## src/rtl/seg_display_mux.sv

```systemverilog
// Scans a 4-digit common-anode 7-segment display showing MM.SS from filtered counter values,
// blinking the selected field while in adjust mode.
module seg_display_mux #(
  parameter int unsigned REFRESH_DIV = 100_000,
  parameter int unsigned BLINK_DIV   = 25_000_000
) (
  input  logic       clk,
  input  logic       rst,
  input  logic [5:0] minutes,
  input  logic [5:0] seconds,
  input  logic       adj,
  input  logic       sel,
  output logic [7:0] seg,
  output logic [3:0] an
);

  localparam int unsigned RW = $clog2(REFRESH_DIV);
  localparam int unsigned BW = $clog2(BLINK_DIV);
  localparam logic [RW-1:0] REF_LAST = RW'(REFRESH_DIV - 1);
  localparam logic [BW-1:0] BLK_LAST = BW'(BLINK_DIV - 1);

  typedef enum logic [1:0] {
    DIG_S1  = 2'd0,
    DIG_S10 = 2'd1,
    DIG_M1  = 2'd2,
    DIG_M10 = 2'd3
  } digit_e;

  logic [11:0]   samp_q, samp_d, held_q, held_d;
  logic [RW-1:0] ref_q, ref_d;
  logic [BW-1:0] blk_q, blk_d;
  digit_e        idx_q, idx_d;
  logic          phase_q, phase_d;
  logic          adj_q;
  logic [3:0]    an_q, an_d;
  logic [7:0]    seg_q, seg_d;

  logic [5:0] field_v;
  logic [7:0] bcd;
  logic [3:0] nib;
  logic       blank;

  function automatic logic [7:0] to_bcd(input logic [5:0] v);
    logic [3:0] t;
    if      (v >= 6'd50) t = 4'd5;
    else if (v >= 6'd40) t = 4'd4;
    else if (v >= 6'd30) t = 4'd3;
    else if (v >= 6'd20) t = 4'd2;
    else if (v >= 6'd10) t = 4'd1;
    else                 t = 4'd0;
    // ones fit in 4 bits, so modulo-16 subtraction yields the exact remainder
    return {t, v[3:0] - t * 4'd10};
  endfunction

  function automatic logic [6:0] seg7(input logic [3:0] d);
    case (d)
      4'd0:    return 7'h40;
      4'd1:    return 7'h79;
      4'd2:    return 7'h24;
      4'd3:    return 7'h30;
      4'd4:    return 7'h19;
      4'd5:    return 7'h12;
      4'd6:    return 7'h02;
      4'd7:    return 7'h78;
      4'd8:    return 7'h00;
      4'd9:    return 7'h10;
      default: return 7'h7F;
    endcase
  endfunction

  always_comb begin
    samp_d = {minutes, seconds};
    held_d = (samp_q == {minutes, seconds}) ? samp_q : held_q;

    ref_d = ref_q + RW'(1);
    idx_d = idx_q;
    if (ref_q == REF_LAST) begin
      ref_d = '0;
      idx_d = digit_e'(idx_q + 2'd1);
    end

    blk_d   = blk_q + BW'(1);
    phase_d = phase_q;
    if (adj && !adj_q) begin
      blk_d   = '0;
      phase_d = 1'b0;
    end else if (blk_q == BLK_LAST) begin
      blk_d   = '0;
      phase_d = ~phase_q;
    end

    field_v = idx_q[1] ? held_q[11:6] : held_q[5:0];
    bcd     = to_bcd(field_v);
    nib     = idx_q[0] ? bcd[7:4] : bcd[3:0];
    if (field_v >= 6'd60) seg_d = 8'hBF;
    else                  seg_d = {idx_q != DIG_M1, seg7(nib)};

    // Uses the upcoming phase so the field is visible on the very cycle adj rises.
    blank = adj && phase_d && (sel ? !idx_q[1] : idx_q[1]);
    an_d  = blank ? '1 : ~(4'b0001 << idx_q);
  end

  always_ff @(posedge clk) begin
    if (rst) begin
      samp_q  <= '0;
      held_q  <= '0;
      ref_q   <= '0;
      blk_q   <= '0;
      idx_q   <= DIG_S1;
      phase_q <= 1'b0;
      adj_q   <= 1'b0;
      an_q    <= '1;
      seg_q   <= '1;
    end else begin
      samp_q  <= samp_d;
      held_q  <= held_d;
      ref_q   <= ref_d;
      blk_q   <= blk_d;
      idx_q   <= idx_d;
      phase_q <= phase_d;
      adj_q   <= adj;
      an_q    <= an_d;
      seg_q   <= seg_d;
    end
  end

  assign seg = seg_q;
  assign an  = an_q;

endmodule

```

## config.mk

```make
export PLATFORM = sky130hd
export DESIGN_NAME = seg_display_mux
export DESIGN_NICKNAME = d
export VERILOG_FILES = /design/src/rtl/seg_display_mux.sv
export SDC_FILE = /design/constraint.sdc
export NUM_CORES = 1
export LEC_CHECK = 0
export CORE_ASPECT_RATIO = 1.75
export CORE_MARGIN = 3
export CORE_UTILIZATION = 43
export DETAILED_ROUTE_END_ITERATION = 10
export PLACE_DENSITY_LB_ADDON = 0.1
export SLEW_MARGIN = 10
export SYNTH_ARGS = -nofsm -noshare
export SYNTH_HDL_FRONTEND = slang
export SYNTH_SLANG_ARGS = --single-unit
```

## constraint.sdc

```tcl
create_clock -name clk -period 3.2 [get_ports clk]
set_input_delay 0.48 -clock clk [delete_from_list [all_inputs] [get_ports clk]]
set_output_delay 0.48 -clock clk [all_outputs]
set_load 0.03 [all_outputs]
```

# Yosys cells after proc, flatten, opt, wreduce, memory -nomap -nowiden
# Memory sizes are Yosys's and may differ from the RTL's.
# Cells that the tools add are included.
# op_classes
add_sub_neg,4
shift,1
order_cmp,6
eq_ne,4
n_bitwise,2
n_reduce_logical,9
mul,1
mux,11
# op_table
operator,n
$add 25x1->25 const B,1
$eq 25x25->1 const B,1
$ge 6x6->1 const B,3
$add 17x1->17 const B,1
$eq 17x17->1 const B,1
$eq 12x12->1,1
$ge 6x5->1 const B,2
$mux 7,1
$ge 6x4->1 const B,1
$mux 3,2
$mux 6,1
$reduce_or 2->1,3
$mul 4x3->3 const B,1
$mux 1,4
$mux 2,2
$mux 4,1
$not 4->4,1
$shl 1x2->4 const A,1
$sub 4x4->4,1
$logic_and 1x1->1,3
$reduce_or 3->1,1
$add 2x1->2 const B,1
$logic_not 1->1,2
$ne 2x2->1 const B,1
$not 1->1,1
# word_totals
input_bits,16
mem_count,1
output_inout_bits,12
mem_bits_ro,112
reg_bits,82
# memory_table
name,depth,word_bits,rd,rd_clocked_by_memory_dff,write_ports,line_no,source
(name not given),16,7,1,0,0,56,case (d)

# Depth between registers and ports, before layout
# Gate-level depths: netlist of run 1.
# An unclocked memory read counts as a cell.
# logic_depth
ltp_word,12
ltp_mapped,14
depth_no_buf,13

# Worst setup path before layout of run 1
# OpenSTA, ideal clock, no wires.
# synth_timing
path_kind,register -> register
start,register idx_q[1]
end,"register seg_q[6], in the netlist seg[6]"
arrival_time_ps,2945
stages_incl_launch_ff,14
setup_time_ps,133
path_slack_ps,122
t_required_ps,3067
path_cell_list,dfxtp_1 -> buf_6 -> mux2_4 -> inv_1 -> o21ai_0 -> o221ai_1 -> nand2_1 -> ha_1 -> inv_1 -> fa_1 -> mux2i_4 -> mux2_2 -> nor3_1 -> o31ai_2
# synth_via
elab_chain_cells,12
word_cells_on_any_way,17
# synth_rtl
element,line_no,source
start: declaration,32,"digit_e idx_q, idx_d;"
start signal: assignment,119,idx_q <= idx_d;
$mux 6 (*),92,field_v = idx_q[1] ? held_q[11:6] : held_q[5:0];
$ge 6x4->1,49,else if (v >= 6'd10) t = 4'd1;
$mux 1,49,
$mux 2,48,else if (v >= 6'd20) t = 4'd2;
$mux 2,47,else if (v >= 6'd30) t = 4'd3;
$mux 3,46,else if (v >= 6'd40) t = 4'd4;
$mux 3,45,if (v >= 6'd50) t = 4'd5;
$mul 4x3->3,52,"return {t, v[3:0] - t * 4'd10};"
$sub 4x4->4,52,
$mux 4,94,nib = idx_q[0] ? bcd[7:4] : bcd[3:0];
$mem_v2 16x7,n/a,
$mux 7 (*),95,if (field_v >= 6'd60) seg_d = 8'hBF;
end signal: assignment,123,seg_q <= seg_d;
end: declaration,36,"logic [7:0] seg_q, seg_d;"
# Every way passes the cells marked *; elsewhere a longest branch is shown, timed or not.
# A chain may end at the register's enable or synchronous reset.

# Worst setup path in the final report of run 1
# Same ends and word-level chain as after synthesis.

==> impl_table.tex, run 1 <==
\begin{tabular}{lr}
\hline
Metric & Value \\
\hline
\multicolumn{2}{l}{\textbf{Final layout}} \\
Nets@finish & $\sim$470 \\
Fill cells & 828 \\
Area growth from synthesis to layout & 18.3\% \\
Share of post-route cells with drive strength above 1 & 10.3\% \\
Diodes inserted & 0 \\
Final core utilization & about 53\% \\
\multicolumn{2}{l}{\textbf{Flow run}} \\
Max-capacitance violation count & 0 \\
\multicolumn{2}{l}{\textbf{Timing}} \\
Crit share post-route & between 90\% and 100\% \\
Transition time at the pin with the least slew margin & 598 ps \\
Max-slew violations & 0 \\
Finish-stage setup viols & 0 \\
Final-layout worst hold slack & 458 ps \\
FMAX & about 340 MHz \\
Number of endpoints with negative hold slack in the final report & 0 \\
Post-route minimum period & 2970 ps \\
Final worst clock skew & 6.50 ps \\
Unrepaired setup endpoints after global routing & no \\
Normalized max-slew margin & 59.8\% \\
Sum Neg Setup Slack & 0 ps \\
\multicolumn{2}{l}{\textbf{Floorplan}} \\
Row count & 44 \\
Die Outline Area & between 0.01 and 0.015 mm\^{}2 \\
Die Wd & roughly 77 um \\
Initial core utilization & 44.9\% \\
Number of placed I/O pins & 28 \\
Core Footprint & about 0.0085 mm\^{}2 \\
Chip Height & about 130 um \\
\multicolumn{2}{l}{\textbf{Logic synthesis}} \\
Number of different library cells in the post-synthesis netlist & 54 \\
Post-synth net total & 437 \\
Syn. warnings & 0 \\
Mapped Avg Cell Area & approximately 9.4 um\^{}2 \\
Cell count after synthesis & 407 \\
Async SR Flop Fraction & 0\% \\
Sequential-to-total area share from yosys stat & between 40\% and 50\% \\
Register bit count reported by yosys & 82 \\
Number of enable flip-flop cells after synthesis & 0 \\
Combined area of all synthesized cells & between 0.003 and 0.004 mm\^{}2 \\
Primary flip-flop cell chosen by synthesis mapping & dfxtp\_1 \\
\multicolumn{2}{l}{\textbf{Power}} \\
Standby leakage power & 1.76 nW \\
VDD IR-drop max & 0.000312 V \\
Pwr Density & about 460 mW/mm\^{}2 \\
\multicolumn{2}{l}{\textbf{Status}} \\
Result of the run & complete, no violations \\
\multicolumn{2}{l}{\textbf{Worst setup path}} \\
Critical path's top delay family & multiplexers \\
Highest fanout seen on the critical path & 7 \\
Data arrival time of the critical path & roughly 3200 ps \\
Critical R2R Capture & seg[6] \\
Critical-path cell list & buf\_4, mux2i\_4, inv\_1, a21oi\_1, o221ai\_2, nand2\_1, ha\_1, inv\_1, fa\_1, mux2i\_4, mux2\_2, nor3\_1, o31ai\_2 \\
Count of cells along the worst register-to-register path & 13 \\
Buffers plus inverters on the worst setup path & 3 \\
Nature of the critical path startpoint & flip-flop \\
Required arrival time at the worst endpoint & 3400 ps \\
FF-to-FF Start & idx\_q[1] \\
Total number of cells along the worst setup path & 13 \\
Kind of end point of the critical path & flip-flop \\
Slowest cell on the critical path & fa\_1 \\
Critical path class & flip-flop to flip-flop \\
Worst path max stage delay & about 500 ps \\
Critical Path End & seg[6] \\
Source of the critical timing path & idx\_q[1] \\
Worst setup slack for register-to-register paths & between 200 and 250 ps \\
\multicolumn{2}{l}{\textbf{GRT}} \\
Number of antenna violations at the first check in global routing & 0 \\
Vias in the first global route & roughly 2,800 \\
Remaining global-route overflow & 0 \\
GRT Overall Usage & approximately 16\% \\
Maximum number of pins on one net before global-route repair & 25 \\
First-pass GRT wire length & roughly 13,000 um \\
\multicolumn{2}{l}{\textbf{Placement}} \\
Count of buffers from port buffering & 27 \\
Total half-perimeter wirelength after legalization and detailed placement & between 5000 and 6000 um \\
Final weighted congestion of routability-driven global placement & 0.828 \\
\multicolumn{2}{l}{\textbf{Detailed routing}} \\
DR top layer & met4 \\
Iter 0 DRT Violations & 84 \\
Via Count & between 2,000 and 3,000 \\
Remaining routing DRC violations & 0 \\
Remaining number of nets flagged by the antenna check after routing & 0 \\
Met2 wire length & about 3700 um \\
Post-route met1 wirelength & roughly 3100 um \\
Wire length on met3 & about 210 um \\
Via/cell ratio & between 5 and 6 \\
Routed length per placed instance & 12.8 um \\
DRT Wirelength & 7230 um \\
Count of TritonRoute iterations in the first routing pass & 5 \\
\multicolumn{2}{l}{\textbf{Clocking}} \\
CTS H-tree lvls & 3 \\
CTS sink cnt & approximately 80 \\
Number of CTS-inserted buffers & 9 \\
Number of buffers on the longest clock path & 2 \\
Hold buffer count at cts & 0 \\
CTS tree & yes \\
Clock latency on the worst-skew pair & $\sim$340 ps \\
Root Buffer Master & clkbuf\_16 \\
Clock edge transition at the registers on the reported setup and hold paths & around 60 ps \\
\multicolumn{2}{l}{\textbf{Worst hold path}} \\
Hold/Removal Path Class & flip-flop to flip-flop \\
Source of the worst hold timing path & ref\_q[0] \\
\hline
\end{tabular}
worst register-to-register path, cell delays in order (launching register included):
cell      delay, ps
dfxtp_2         380
buf_4           180
mux2i_4         320
inv_1           120
a21oi_1         170
o221ai_2        130
nand2_1          80
ha_1            130
inv_1            40
fa_1            500
mux2i_4         170
mux2_2          360
nor3_1          180
o31ai_2          90
routing by layer:
layer	vias up	GRT usage [%]
met4	0	9.54
met2	46	27.1
met3	15	3.43
met1	1330	17.9
met5	-	0
li1	1456	-
through the flow:
| stage | cell area (um^2) | setup slack, ps | total power [W] | instances |
|---|---|---|---|---|
| global placement | 4220 | 221 | 0.00117 | 548 |
| finish | 4500 | 232 | 0.00209 | 563 |
| floorplan | 3810 | 122 | 0.00113 | 407 |
| CTS | 4490 | 92.9 | 0.00212 | 563 |
| global route | 4500 | 23.8 | 0.00218 | 563 |
| detailed placement | 4220 | 98.6 | 0.00117 | 548 |
report_power, final:
group	internal (W)	switching, W
Sequential	0.00104	0.0000113
Combinational	0.0000457	0.0000487
Clock	0.000559	0.000387
Total	0.00164	0.000447
cells in the final DEF (no fill, tap or decap), types with 2 or more instances in the layout:
| cell | netlist | final |
|---|---|---|
| nand2_1 | 28 | 28 |
| o21ai_1 | 3 | 3 |
| clkbuf_8 | 0 | 2 |
| and3_1 | 5 | 5 |
| clkdlybuf4s50_1 | 0 | 27 |
| inv_1 | 13 | 13 |
| xor2_1 | 31 | 31 |
| ha_1 | 13 | 13 |
| nor4b_1 | 2 | 2 |
| nand3b_1 | 3 | 3 |
| and2_1 | 2 | 2 |
| mux2i_4 | 2 | 3 |
| nand3_1 | 19 | 19 |
| o31ai_2 | 2 | 2 |
| mux2i_1 | 14 | 14 |
| nor2_1 | 66 | 66 |
| mux2_2 | 5 | 5 |
| or3_1 | 5 | 5 |
| a211oi_1 | 6 | 6 |
| o21ai_0 | 7 | 7 |
| a21oi_1 | 10 | 10 |
| xnor2_1 | 16 | 16 |
| nor2b_1 | 13 | 13 |
| buf_4 | 1 | 10 |
| nor4_1 | 7 | 7 |
| clkbuf_16 | 0 | 9 |
| nand2b_1 | 2 | 2 |
| or2_1 | 2 | 2 |
| nand4_1 | 6 | 6 |
| dfxtp_1 | 82 | 81 |
| clkinv_2 | 0 | 3 |
| nor3_1 | 9 | 9 |
kinds of logic (layout without fill, tap and decap cells):
kind of cell,count (synthesis),after routing,synth area share (%)
xor+xnor,48,48,11.2
buf+inv,24,65,3.35
compound gates,39,39,7.23
simple gates,176,176,22.8
flops,82,82,43.1
fa+ha+maj,14,14,4.80
mux,24,24,7.46
repair_timing:
item	4_1_cts	5_1_grt
buffers inserted	0	0
setup endpoints to repair	0	5
gates resized for setup	0	3
hold endpoints to repair	0	0
worst min-delay path by stage:
stage / to / slack (ps) / cells past startpoint
6_report: ref_q[0] / 460 / 1
3_5_place_dp: blk_q[0] / 450 / 1
5_1_grt: ref_q[0] / 490 / 1
3_3_place_gp: ref_q[0] / 430 / 1
4_1_cts: blk_q[0] / 470 / 1
2_1_floorplan: ref_q[0] / 420 / 1
Yosys cell counts (2+ instances only):
cell type	count	area (um^2)
nand3_1	19	95.1
xor2_1	31	272
ha_1	13	163
mux2i_4	2	45.0
clkbuf_1	2	7.51
nor4_1	7	43.8
dfxtp_1	82	1640
o21ai_0	7	35.0
mux2i_2	2	27.5
nand3b_1	3	22.5
buf_2	3	15.0
o31ai_2	2	25.0
and3_1	5	31.3
a21oi_1	10	50.1
or2_1	2	12.5
o21ai_1	3	15.0
mux2_2	5	56.3
nor4b_1	2	17.5
inv_1	13	48.8
or3_1	5	31.3
and2_1	2	12.5
nand2_1	28	105
nand4_1	6	37.5
xnor2_1	16	140
nand2b_1	2	12.5
buf_6	4	45.0
mux2i_1	14	140
nor2_1	66	248
a211oi_1	6	45.0
nor2b_1	13	81.3
nor3_1	9	45.0
state kept, by name, indices dropped and copies added (netlist names):
register  count
ref_q        17
an            4
samp_q       12
phase_q       1
seg           8
idx_q         2
held_q       12
adj_q         1
blk_q        25
layout make-up:
class                           count  area [um^2]  share of cell area (%)
Inverter                           13         48.8                    1.08
Timing Repair Buffer               37          345                    7.67
Tap cell                          115          144                    3.19
Clock inverter                      3         15.0                   0.333
Sequential cell                    82         1640                    36.5
Clock buffer                       12          256                    5.69
Multi-Input combinational cell    301         2050                    45.6
(Power assumes the default switching activity.)
==> inputs of run 2 (changes only) <==
--- a/config.mk
+++ b/config.mk
@@ -8,8 +8,10 @@
 export CORE_ASPECT_RATIO = 1.75
 export CORE_MARGIN = 3
 export CORE_UTILIZATION = 43
+export CTS_CLUSTER_DIAMETER = 60
 export DETAILED_ROUTE_END_ITERATION = 10
 export PLACE_DENSITY_LB_ADDON = 0.1
+export SETUP_SLACK_MARGIN = 0.1
 export SLEW_MARGIN = 10
 export SYNTH_ARGS = -nofsm -noshare
 export SYNTH_HDL_FRONTEND = slang
==> run 2 against run 1 <==
Effect of this change:
- combinational power about the same
- largest power group unchanged
- clock power about the same
- via count increased by 0.14%
- highest routed layer unchanged
==> impl_table.tex, run 2 (synthesized netlist as in run 1, its figures left out) <==
\begin{tabular}{lr}
\hline
Metric & Value \\
\hline
\multicolumn{2}{l}{\textbf{Status}} \\
Result of the run & complete, no violations (unchanged) \\
\multicolumn{2}{l}{\textbf{Timing}} \\
Post-route minimum period & 2890 ps (was 2970 ps) \\
Sum Neg Setup Slack & 0 ps (unchanged) \\
Crit share post-route & 90.2\% (was 92.8\%) \\
Unrepaired setup endpoints after global routing & no (unchanged) \\
FMAX & 346 MHz (was 337 MHz) \\
Finish-stage setup viols & 0 (unchanged) \\
Normalized max-slew margin & 59.8\% (unchanged) \\
Number of endpoints with negative hold slack in the final report & 0 (unchanged) \\
Transition time at the pin with the least slew margin & 598 ps (unchanged) \\
Final-layout worst hold slack & 458 ps (about the same) \\
Final worst clock skew & 6.50 ps (about the same) \\
Max-slew violations & 0 (unchanged) \\
\multicolumn{2}{l}{\textbf{Final layout}} \\
Fill cells & 827 (was 828) \\
Most frequent standard cell in the layout excluding fill and tap cells & dfxtp\_1 (unchanged) \\
Final non-filler cell area & 0.00452 mm\^{}2 (was 0.00450 mm\^{}2) \\
Leading cell types in the layout, fill and taps excluded & dfxtp\_1, nor2\_1, xor2\_1 (unchanged) \\
Diodes inserted & 0 (unchanged) \\
Share of post-route cells with drive strength above 1 & 10.7\% (was 10.3\%) \\
Max reg flops & 25 (unchanged) \\
Area growth from synthesis to layout & 18.7\% (was 18.3\%) \\
Nets@finish & 475 (was 474) \\
Top flop regs & blk\_q: 25 flops, ref\_q: 17 flops (unchanged) \\
Largest register by flop count & blk\_q (unchanged) \\
\multicolumn{2}{l}{\textbf{Clocking}} \\
CTS sink cnt & 82 (unchanged) \\
Root Buffer Master & clkbuf\_16 (unchanged) \\
CTS H-tree lvls & 3 (unchanged) \\
CTS tree & yes (unchanged) \\
Clock latency on the worst-skew pair & 340 ps (about the same) \\
Clock edge transition at the registers on the reported setup and hold paths & 60 ps (about the same) \\
Number of buffers on the longest clock path & 2 (unchanged) \\
Hold buffer count at cts & 0 (unchanged) \\
Number of CTS-inserted buffers & 9 (unchanged) \\
\multicolumn{2}{l}{\textbf{Floorplan}} \\
Die Wd & 77.1 um (unchanged) \\
Core Footprint & 0.00848 mm\^{}2 (unchanged) \\
Row count & 44 (unchanged) \\
Die Outline Area & 0.0101 mm\^{}2 (unchanged) \\
Chip Height & 130 um (unchanged) \\
Initial core utilization & 44.9\% (unchanged) \\
Number of placed I/O pins & 28 (unchanged) \\
\multicolumn{2}{l}{\textbf{Worst setup path}} \\
Count of cells along the worst register-to-register path & 13 (unchanged) \\
Critical R2R Capture & seg[6] (unchanged) \\
Worst path max stage delay & 500 ps (about the same) \\
Worst setup slack for register-to-register paths & 310 ps (was 230 ps) \\
Nature of the critical path startpoint & flip-flop (unchanged) \\
FF-to-FF Start & idx\_q[1] (unchanged) \\
Kind of end point of the critical path & flip-flop (unchanged) \\
Slowest cell on the critical path & fa\_1 (unchanged) \\
Required arrival time at the worst endpoint & 3400 ps (about the same) \\
Data arrival time of the critical path & 3090 ps (was 3170 ps) \\
Critical path class & flip-flop to flip-flop (unchanged) \\
Critical-path cell list & buf\_4, mux2i\_4, inv\_1, a21oi\_1, o221ai\_2, nand2\_1, ha\_1, inv\_1, fa\_1, mux2i\_4, mux2\_2, nor3\_2, o31ai\_2 (was buf\_4, mux2i\_4, inv\_1, a21oi\_1, o221ai\_2, nand2\_1, ha\_1, inv\_1, fa\_1, mux2i\_4, mux2\_2, nor3\_1, o31ai\_2) \\
Highest fanout seen on the critical path & 6 (was 7) \\
\multicolumn{2}{l}{\textbf{Detailed routing}} \\
Iter 0 DRT Violations & 106 (was 84) \\
DRT Wirelength & 7210 um (was 7230 um) \\
Via Count & 2,851 (was 2,847) \\
Via/cell ratio & 5.05 (was 5.06) \\
Routed length per placed instance & 12.8 um (about the same) \\
Count of TritonRoute iterations in the first routing pass & 4 (was 5) \\
Remaining number of nets flagged by the antenna check after routing & 0 (unchanged) \\
Remaining routing DRC violations & 0 (unchanged) \\
\multicolumn{2}{l}{\textbf{GRT}} \\
Vias in the first global route & 2,799 (was 2,786) \\
First-pass GRT wire length & 12,600 um (about the same) \\
Number of antenna violations at the first check in global routing & 0 (unchanged) \\
GRT Overall Usage & 15.8\% (about the same) \\
Maximum number of pins on one net before global-route repair & 25 (unchanged) \\
Remaining global-route overflow & 0 (unchanged) \\
\multicolumn{2}{l}{\textbf{Placement}} \\
Final weighted congestion of routability-driven global placement & 0.828 (unchanged) \\
Cell area reported after detailed placement & 0.00422 mm\^{}2 (unchanged) \\
Total half-perimeter wirelength after legalization and detailed placement & 5460 um (unchanged) \\
Count of buffers from port buffering & 27 (unchanged) \\
\multicolumn{2}{l}{\textbf{Power}} \\
Total chip power & 0.00209 W (about the same) \\
VDD IR-drop max & 0.000312 V (about the same) \\
Pwr Density & 463 mW/mm\^{}2 (was 464 mW/mm\^{}2) \\
Standby leakage power & 1.77 nW (was 1.76 nW) \\
\multicolumn{2}{l}{\textbf{Worst hold path}} \\
Instance count along the most critical hold path & 1 (unchanged) \\
Worst Hold Endpoint & ref\_q[0] (unchanged) \\
Source of the worst hold timing path & ref\_q[0] (unchanged) \\
Hold/Removal Path Class & flip-flop to flip-flop (unchanged) \\
\multicolumn{2}{l}{\textbf{Flow run}} \\
Max-capacitance violation count & 0 (unchanged) \\
\hline
\end{tabular}
run 2: cell types whose count changed in the layout (fill, tap and decap cells not counted):
cell	delta
nor3_2	+1
buf_4	+1
nor3_1	-1
run 2: timing repair:
item / CTS / global route
setup endpoints to repair: 1 / 7
endpoints found under the hold margin: 0 / 0
buffers inserted: 0 / 1
pin swaps: 0 / 1
gates resized for setup: 1 / 3
run 2: power by group:
group          leakage, nW  switching [W]  internal [W]
clock network        0.138       0.000386      0.000559
logic                0.966      0.0000487     0.0000458
registers            0.668      0.0000113       0.00104
total                 1.77       0.000446       0.00164
run 2: layout make-up:
type                            instances  area (um^2)  share of cell area, %
Clock buffer                           12          256                   5.68
Clock inverter                          3         15.0                  0.332
Inverter                               13         48.8                   1.08
Multi-Input combinational cell        301         2060                   45.5
Sequential cell                        82         1640                   36.4
Tap cell                              115          144                   3.19
Timing Repair Buffer                   38          353                   7.81
run 2: critical path: cells and delay by family (launching register included):
| family | cells | cell delay (ps) |
|---|---|---|
| compound gates | 3 | 380 |
| fa+ha+maj | 2 | 630 |
| buf+inv | 3 | 340 |
| flops | 1 | 380 |
| mux | 3 | 830 |
| simple gates | 2 | 210 |
run 2: how the worst max path moves through the flow:
stage | slack [ps] | start | endpoint | depth (start not counted)
5_1_grt | 120 | idx_q[1] | seg[4] | 13
3_3_place_gp | 220 | idx_q[1] | seg[6] | 13
3_5_place_dp | 100 | idx_q[1] | seg[6] | 12
6_report | 310 | idx_q[1] | seg[6] | 13
2_1_floorplan | 120 | idx_q[1] | seg[6] | 13
4_1_cts | 100 | idx_q[1] | seg[6] | 13
run 2: per-stage QoR:
| step | cells | utilization, % | setup slack [ps] |
|---|---|---|---|
| 3_3_place_gp | 548 | 49.7 | 221 |
| 4_1_cts | 563 | 53.0 | 103 |
| 3_5_place_dp | 548 | 49.7 | 98.6 |
| 6_report | 564 | 53.3 | 314 |
| 5_1_grt | 564 | 53.3 | 119 |
| 2_1_floorplan | 407 | - | 122 |
run 2: layer usage:
| layer | vias up | global-route usage [%] | wire length, um |
|---|---|---|---|
| met1 | 1333 | 17.9 | 3070 |
| met2 | 46 | 26.9 | 3670 |
| met5 | - | 0 | 0 |
| met4 | 0 | 9.85 | 245 |
| met3 | 18 | 3.50 | 218 |
| li1 | 1454 | - | - |
